`config.mk`:
```
export PLATFORM = sky130hd
export DESIGN_NAME = router_writer
export DESIGN_NICKNAME = d
export VERILOG_FILES = /design/src/rtl/router_image_pkg.sv /design/src/rtl/router_writer.sv
export SDC_FILE = /design/constraint.sdc
export NUM_CORES = 1
export LEC_CHECK = 0
export ABC_AREA = 1
export ABC_CLOCK_PERIOD_IN_PS = 4900
export CAP_MARGIN = 20
export CORE_AREA = 2 2 237 286
export CTS_CLUSTER_SIZE = 25
export DETAILED_ROUTE_END_ITERATION = 10
export DIE_AREA = 0 0 239 288
export GPL_TIMING_DRIVEN = 0
export HOLD_SLACK_MARGIN = 0.06
export PLACE_DENSITY_LB_ADDON = 0.12
export REMOVE_ABC_BUFFERS = 1
export SLEW_MARGIN = 20
export SYNTH_ARGS = -nofsm -noshare
export SYNTH_HDL_FRONTEND = slang
export SYNTH_SLANG_ARGS = --single-unit
```
`constraint.sdc`:
```
create_clock -name clk -period 4.9 [get_ports clk]
set_input_delay 0.98 -clock clk [delete_from_list [all_inputs] [get_ports clk]]
set_output_delay 0.98 -clock clk [all_outputs]
set_load 0.05 [all_outputs]
```
`src/rtl/router_image_pkg.sv`:
```
// Shared definitions for the routing-table image format,
// used by both the image writer and the table loader.
package router_image_pkg;

    localparam logic [31:0] DEST_MAGIC          = 32'h44455354;
    localparam logic [31:0] TERM_WORD           = 32'h00000000;
    localparam int          HEADER_WORDS        = 4;
    localparam int          ENTRY_WORDS         = 8;
    localparam int          ENTRY_BYTES         = 32;
    localparam int          HEADER_BYTES        = 16;
    localparam int          MAX_ENTRIES_DEFAULT = 64;

    // Field positions inside one 256-bit table entry
    localparam int ENT_DLID_LSB   = 0;
    localparam int ENT_DLID_W     = 16;
    localparam int ENT_PORT_LSB   = 16;
    localparam int ENT_PORT_W     = 8;
    localparam int ENT_VL_LSB     = 24;
    localparam int ENT_VL_W       = 4;
    localparam int ENT_FLAGS_LSB  = 28;
    localparam int ENT_FLAGS_W    = 4;
    localparam int ENT_COST_LSB   = 32;
    localparam int ENT_COST_W     = 16;
    localparam int ENT_HOPS_LSB   = 48;
    localparam int ENT_HOPS_W     = 8;
    localparam int ENT_PATH_LSB   = 64;
    localparam int ENT_PATH_W     = 192;

    typedef enum logic [3:0] {
        ST_IDLE,
        ST_CHECK,
        ST_HDR,
        ST_REQ_ENTRY,
        ST_WAIT_ENTRY,
        ST_WR_ENTRY,
        ST_TERM,
        ST_DONE,
        ST_ERROR
    } wr_state_e;

    // Header word by position: magic, count, owner, reserved
    function automatic logic [31:0] hdr_word(
        input logic [1:0] idx,
        input logic [6:0] n,
        input logic [3:0] sid
    );
        logic [31:0] w;
        unique case (idx)
            2'd0:    w = DEST_MAGIC;
            2'd1:    w = {25'd0, n};
            2'd2:    w = {28'd0, sid};
            default: w = 32'd0;
        endcase
        return w;
    endfunction

    // Word k of an entry, little word first
    function automatic logic [31:0] entry_word(
        input logic [255:0] e,
        input logic [2:0]   k
    );
        return e[32*k +: 32];
    endfunction

endpackage

```
`src/rtl/router_writer.sv`:
```
// Serializes one switch routing table into a header + entries +
// terminator image written word by word into the image RAM.
module router_writer
    import router_image_pkg::*;
#(
    parameter int MAX_ENTRIES = MAX_ENTRIES_DEFAULT
) (
    input  logic         clk,
    input  logic         rst_n,
    input  logic         start_write,
    input  logic [3:0]   switch_id,
    input  logic [6:0]   entry_count,
    input  logic [31:0]  base_addr,
    output logic         tbl_rd_en,
    output logic [5:0]   tbl_rd_addr,
    input  logic [255:0] tbl_rd_data,
    output logic [31:0]  mem_addr,
    output logic [31:0]  mem_wdata,
    output logic         mem_we,
    input  logic         mem_ready,
    output logic         busy,
    output logic         write_done,
    output logic         write_error,
    output logic [31:0]  next_addr
);

    wr_state_e      state_q, state_d;
    logic [3:0]     sid_q, sid_d;
    logic [6:0]     cnt_q, cnt_d;
    logic [31:0]    base_q, base_d;
    logic [6:0]     idx_q, idx_d;
    logic [2:0]     wcnt_q, wcnt_d;
    logic [255:0]   buf_q, buf_d;
    logic [31:0]    mem_addr_q, mem_addr_d;
    logic [31:0]    mem_wdata_q, mem_wdata_d;
    logic           mem_we_q, mem_we_d;
    logic           tbl_rd_en_q, tbl_rd_en_d;
    logic [5:0]     tbl_rd_addr_q, tbl_rd_addr_d;
    logic           busy_q, busy_d;
    logic           done_q, done_d;
    logic           err_q, err_d;
    logic [31:0]    next_addr_q, next_addr_d;

    logic           accept;
    logic           last_acc;
    logic           bad_req;

    assign accept  = mem_we_q && mem_ready;
    assign bad_req = ({25'd0, cnt_q} > 32'(MAX_ENTRIES))
                     || (base_q[1:0] != 2'b00);

    // Next-state and next-output logic; addresses advance one word per accept
    always_comb begin
        state_d       = state_q;
        sid_d         = sid_q;
        cnt_d         = cnt_q;
        base_d        = base_q;
        idx_d         = idx_q;
        wcnt_d        = wcnt_q;
        buf_d         = buf_q;
        mem_addr_d    = mem_addr_q;
        mem_wdata_d   = mem_wdata_q;
        mem_we_d      = mem_we_q;
        tbl_rd_en_d   = 1'b0;
        tbl_rd_addr_d = tbl_rd_addr_q;
        busy_d        = busy_q;
        done_d        = 1'b0;
        err_d         = 1'b0;
        next_addr_d   = next_addr_q;
        last_acc      = 1'b0;

        unique case (state_q)
            ST_IDLE: begin
                if (start_write) begin
                    sid_d   = switch_id;
                    cnt_d   = entry_count;
                    base_d  = base_addr;
                    busy_d  = 1'b1;
                    state_d = ST_CHECK;
                end
            end
            ST_CHECK: begin
                if (bad_req) begin
                    err_d   = 1'b1;
                    state_d = ST_ERROR;
                end else begin
                    idx_d       = 7'd0;
                    wcnt_d      = 3'd0;
                    mem_we_d    = 1'b1;
                    mem_addr_d  = base_q;
                    mem_wdata_d = DEST_MAGIC;
                    state_d     = ST_HDR;
                end
            end
            ST_HDR: begin
                if (accept) begin
                    if (wcnt_q == 3'(HEADER_WORDS - 1)) begin
                        last_acc = 1'b1;
                    end else begin
                        wcnt_d      = wcnt_q + 3'd1;
                        mem_addr_d  = mem_addr_q + 32'd4;
                        mem_wdata_d = hdr_word(wcnt_q[1:0] + 2'd1,
                                               cnt_q, sid_q);
                    end
                end
            end
            ST_REQ_ENTRY: begin
                state_d = ST_WAIT_ENTRY;
            end
            ST_WAIT_ENTRY: begin
                buf_d       = tbl_rd_data;
                wcnt_d      = 3'd0;
                mem_we_d    = 1'b1;
                mem_wdata_d = entry_word(tbl_rd_data, 3'd0);
                state_d     = ST_WR_ENTRY;
            end
            ST_WR_ENTRY: begin
                if (accept) begin
                    if (wcnt_q == 3'(ENTRY_WORDS - 1)) begin
                        idx_d    = idx_q + 7'd1;
                        last_acc = 1'b1;
                    end else begin
                        wcnt_d      = wcnt_q + 3'd1;
                        mem_addr_d  = mem_addr_q + 32'd4;
                        mem_wdata_d = entry_word(buf_q, wcnt_q + 3'd1);
                    end
                end
            end
            ST_TERM: begin
                if (accept) begin
                    mem_we_d    = 1'b0;
                    next_addr_d = mem_addr_q;
                    done_d      = 1'b1;
                    state_d     = ST_DONE;
                end
            end
            ST_DONE: begin
                busy_d  = 1'b0;
                state_d = ST_IDLE;
            end
            ST_ERROR: begin
                busy_d  = 1'b0;
                state_d = ST_IDLE;
            end
            default: begin
                busy_d   = 1'b0;
                mem_we_d = 1'b0;
                state_d  = ST_IDLE;
            end
        endcase

        // After a block's last word: either fetch the next entry or finish
        if (last_acc) begin
            mem_we_d   = 1'b0;
            mem_addr_d = mem_addr_q + 32'd4;
            if (idx_d == cnt_q) begin
                mem_we_d    = 1'b1;
                mem_wdata_d = TERM_WORD;
                state_d     = ST_TERM;
            end else begin
                tbl_rd_en_d   = 1'b1;
                tbl_rd_addr_d = idx_d[5:0];
                state_d       = ST_REQ_ENTRY;
            end
        end
    end

    // State and registered outputs; reset aborts any write in flight
    always_ff @(posedge clk or negedge rst_n) begin
        if (!rst_n) begin
            state_q       <= ST_IDLE;
            sid_q         <= '0;
            cnt_q         <= '0;
            base_q        <= '0;
            idx_q         <= '0;
            wcnt_q        <= '0;
            buf_q         <= '0;
            mem_addr_q    <= '0;
            mem_wdata_q   <= '0;
            mem_we_q      <= 1'b0;
            tbl_rd_en_q   <= 1'b0;
            tbl_rd_addr_q <= '0;
            busy_q        <= 1'b0;
            done_q        <= 1'b0;
            err_q         <= 1'b0;
            next_addr_q   <= '0;
        end else begin
            state_q       <= state_d;
            sid_q         <= sid_d;
            cnt_q         <= cnt_d;
            base_q        <= base_d;
            idx_q         <= idx_d;
            wcnt_q        <= wcnt_d;
            buf_q         <= buf_d;
            mem_addr_q    <= mem_addr_d;
            mem_wdata_q   <= mem_wdata_d;
            mem_we_q      <= mem_we_d;
            tbl_rd_en_q   <= tbl_rd_en_d;
            tbl_rd_addr_q <= tbl_rd_addr_d;
            busy_q        <= busy_d;
            done_q        <= done_d;
            err_q         <= err_d;
            next_addr_q   <= next_addr_d;
        end
    end

    assign tbl_rd_en   = tbl_rd_en_q;
    assign tbl_rd_addr = tbl_rd_addr_q;
    assign mem_addr    = mem_addr_q;
    assign mem_wdata   = mem_wdata_q;
    assign mem_we      = mem_we_q;
    assign busy        = busy_q;
    assign write_done  = done_q;
    assign write_error = err_q;
    assign next_addr   = next_addr_q;

endmodule

```
==> flow_summary.yaml <==
status:
  status: "completed"
synth:
  yosys_warnings: 0
  synth-seq-cells: 420
  yosysSeqAreaShare: 0.533
  muxShareOfSynthArea: 0.00914
  synth_top_family_by_area: "simple AND/OR/NAND/NOR gates"
  synth_top_cell_by_area: "dfrtp_1"
  syn_inst: 2480
  synth_top_area_share: 0.533
  yosysUniqueCellTypes: 42
  synth-compound-area-share: 0.139
  synth.avg_cell_area_um2: 7.94
  synthAdderAreaFrac: 0.00508
  synth_simple_gate_area_frac: 0.244
  synthTopCellsByArea: "dfrtp_1, nand2_1, o21ai_0"
  synth_xor_area_frac: 0.00711
  netlist_area_mm2: 0.0197
cells_and_area:
  drive_gt1_frac: 0.0553
  nets: 3131
  fin_cells: 3712
  final_common_cell: "nand2_1"
  stdcell_area_mm2: 0.0266
  layout_common_cells: "nand2_1, dfrtp_1, clkdlybuf4s50_1, o21ai_0, nor2_1"
  syn_to_final_growth_pct: 34.8
global_route:
  grt_pass1_wl_um: 106000
  grt_use_total: 0.198
  grt_max_degree: 117
  antenna_found_initial: 23
  grt_pass1_vias: 18200
  grt_overflow_total: 0
floorplan:
  dieArea_mm2: 0.0688
  die_h_um: 288
  boundaryPins: 410
  core_mm2: 0.0664
  die_x_um: 239
  rows: 104
  initial_core_util: 0.297
setup_path:
  crit_path_end_kind: "register"
  crit_fanout: 86
  crit_end: "mem_wdata[12]$_DFF_PN0_"
  cp-startpoint: "state_q[0]$_DFFE_PN0P_"
  ff2ff_setup_slack_ns: 0.77
  r2r_cells: 12
  reg2reg_to: "mem_wdata[12]$_DFF_PN0_"
  arrival_ns: 4.60
  r2r_start: "state_q[0]$_DFFE_PN0P_"
  path_class: "reg -> reg"
  worstPathRequired_ns: 5.37
  start_kind: "register"
placement:
  dp.cells: 3617
  place_area_mm2: 0.0249
  port_buffers: 409
  gp_congestion: 0.824
  dp_hpwl_um: 46200
clocking:
  holdBufCountCts: 0
  cts_tree: "yes"
  numCtsBuffers: 49
  cts.sink_count: 420
  clk_latency_ns: 0.58
  clockBufferDepth: 3
  post_cts_buffers: 0
  ctsRootBufferMaster: "clkbuf_16"
  htreeDepth: 2
  path_clk_slew_ns: 0.06
  cts_resized: 0
pwr:
  p_per_area_mw_per_mm2: 628
  irDropWorstVdd_uv: 368
  power_leakage_uw: 0.0124
timing:
  fin_crit_ns: 4.13
  finalCritPeriodShare: 0.842
  relSlewSlack: 0.262
  hold_violations: 0
  rsz0062_at_grt: "no"
  fin_worst_skew_ns: 0.0132
  finalMaxSlewViolations: 0
  setup_viol: 0
  max_freq_ghz: 0.242
  worstMarginPinSlew_ns: 1.10
routing:
  wl_per_cell_um: 18.5
  first_pass_iters: 5
  drtAntennaViolNets: 0
  vias: 17900
  wirelength_um: 68600
  drc: 0
  drt_iter0_drc: 971
  post_drt_via_cell_ratio: 4.83
flow_run:
  maxCapViolCount: 0
min_path:
  hold_path.class: "in -> async"
[worst max-delay path: stages (launching register included)]
cell	delay, ns
dfrtp_1	0.43
nor2_1	0.42
nand2_4	0.49
buf_16	0.38
inv_8	0.37
buf_16	0.32
nor2_1	0.13
nand2_1	0.12
nand3_1	0.54
a21boi_0	0.42
o2111ai_1	0.14
nand2_1	0.11
inv_1	0.06
[through the flow]
step | util | TNS [ns] | setup WS, ns | total power [µW] | hold slack (ns)
6_report | 0.400 | 0 | 0.773 | 16700 | 0.368
3_3_place_gp | 0.366 | - | -18.96 | 13000 | 0.456
3_5_place_dp | 0.375 | 0 | 0.655 | 13000 | 0.460
5_1_grt | 0.400 | 0 | 0.282 | 18000 | 0.414
2_1_floorplan | - | -1694.21 | -6.59 | 10400 | 0.441
4_1_cts | 0.400 | 0 | 0.654 | 16900 | 0.385
[state kept, by name, summed over array words and instances (netlist names)]
signal / count
tbl_rd_en: 1
next_addr: 32
base_q: 32
mem_we: 1
state_q: 4
tbl_rd_addr: 6
mem_wdata: 32
buf_q: 256
write_error: 1
mem_addr: 32
sid_q: 4
write_done: 1
cnt_q: 7
busy: 1
idx_q: 7
wcnt_q: 3
[worst min path at each step]
stage	from	to	slack, ns	cells past startpoint
5_1_grt	rst_n	tbl_rd_addr[4]$_DFFE_PN0P_	0.41	1
4_1_cts	rst_n	tbl_rd_addr[4]$_DFFE_PN0P_	0.39	1
3_5_place_dp	buf_q[126]$_DFFE_PN0P_	buf_q[126]$_DFFE_PN0P_	0.46	2
3_3_place_gp	buf_q[56]$_DFFE_PN0P_	buf_q[56]$_DFFE_PN0P_	0.46	2
2_1_floorplan	buf_q[43]$_DFFE_PN0P_	buf_q[43]$_DFFE_PN0P_	0.44	2
6_report	rst_n	tbl_rd_addr[5]$_DFFE_PN0P_	0.37	1
[power breakdown]
group          leakage (µW)  total (µW)  switching [µW]  internal [µW]
Clock              0.000800        3750            1510           2240
Sequential          0.00507        5990             940           5050
Combinational       0.00658        6920            4420           2500
Total                0.0124       16700            6870           9790
[logic make-up (layout without fill, tap and decap cells)]
family	Yosys count	in the layout
muxes	16	16
AOI/OAI and AO/OA	485	485
other	0	9
adders and majority gates	8	8
buffers and inverters	311	686
xor gates and xnor gates	16	16
DFF	420	420
and+or+nand+nor	1224	1224
[Yosys cell counts, drive strengths merged]
master,count
a21boi,9
a21o,2
a21oi,76
a221oi,1
a22oi,6
a31oi,5
buf,20
clkbuf,120
clkinv,2
dfrtp,420
ha,8
inv,169
mux2,16
nand2,951
nand3,62
nand3b,4
nand4,15
nor2,174
nor3,12
o2111ai,5
o211ai,39
o21ai,290
o21bai,1
o221ai,23
o22ai,22
o311ai,3
o31ai,2
o32ai,1
or2,6
xor2,16
[cell type report]
class,instances,area [µm²]
diodes,9,22.5
clock buffers,69,1430
clock inverters,17,210
fillers,6856,39800
inverters,171,657
multi-input cells,1749,8040
flip-flops and latches,420,10500
well taps,848,1060
repair buffers,429,4610
[layer usage]
layer	vias to the layer above	global-route usage	wire length, µm
met2	465	0.337	33400
met5	-	0	217
met4	32	0.0575	1630
met3	128	0.0481	4140
met1	8623	0.249	29200
li1	8686	-	-
No activity file was read; power rests on OpenSTA's default activity.
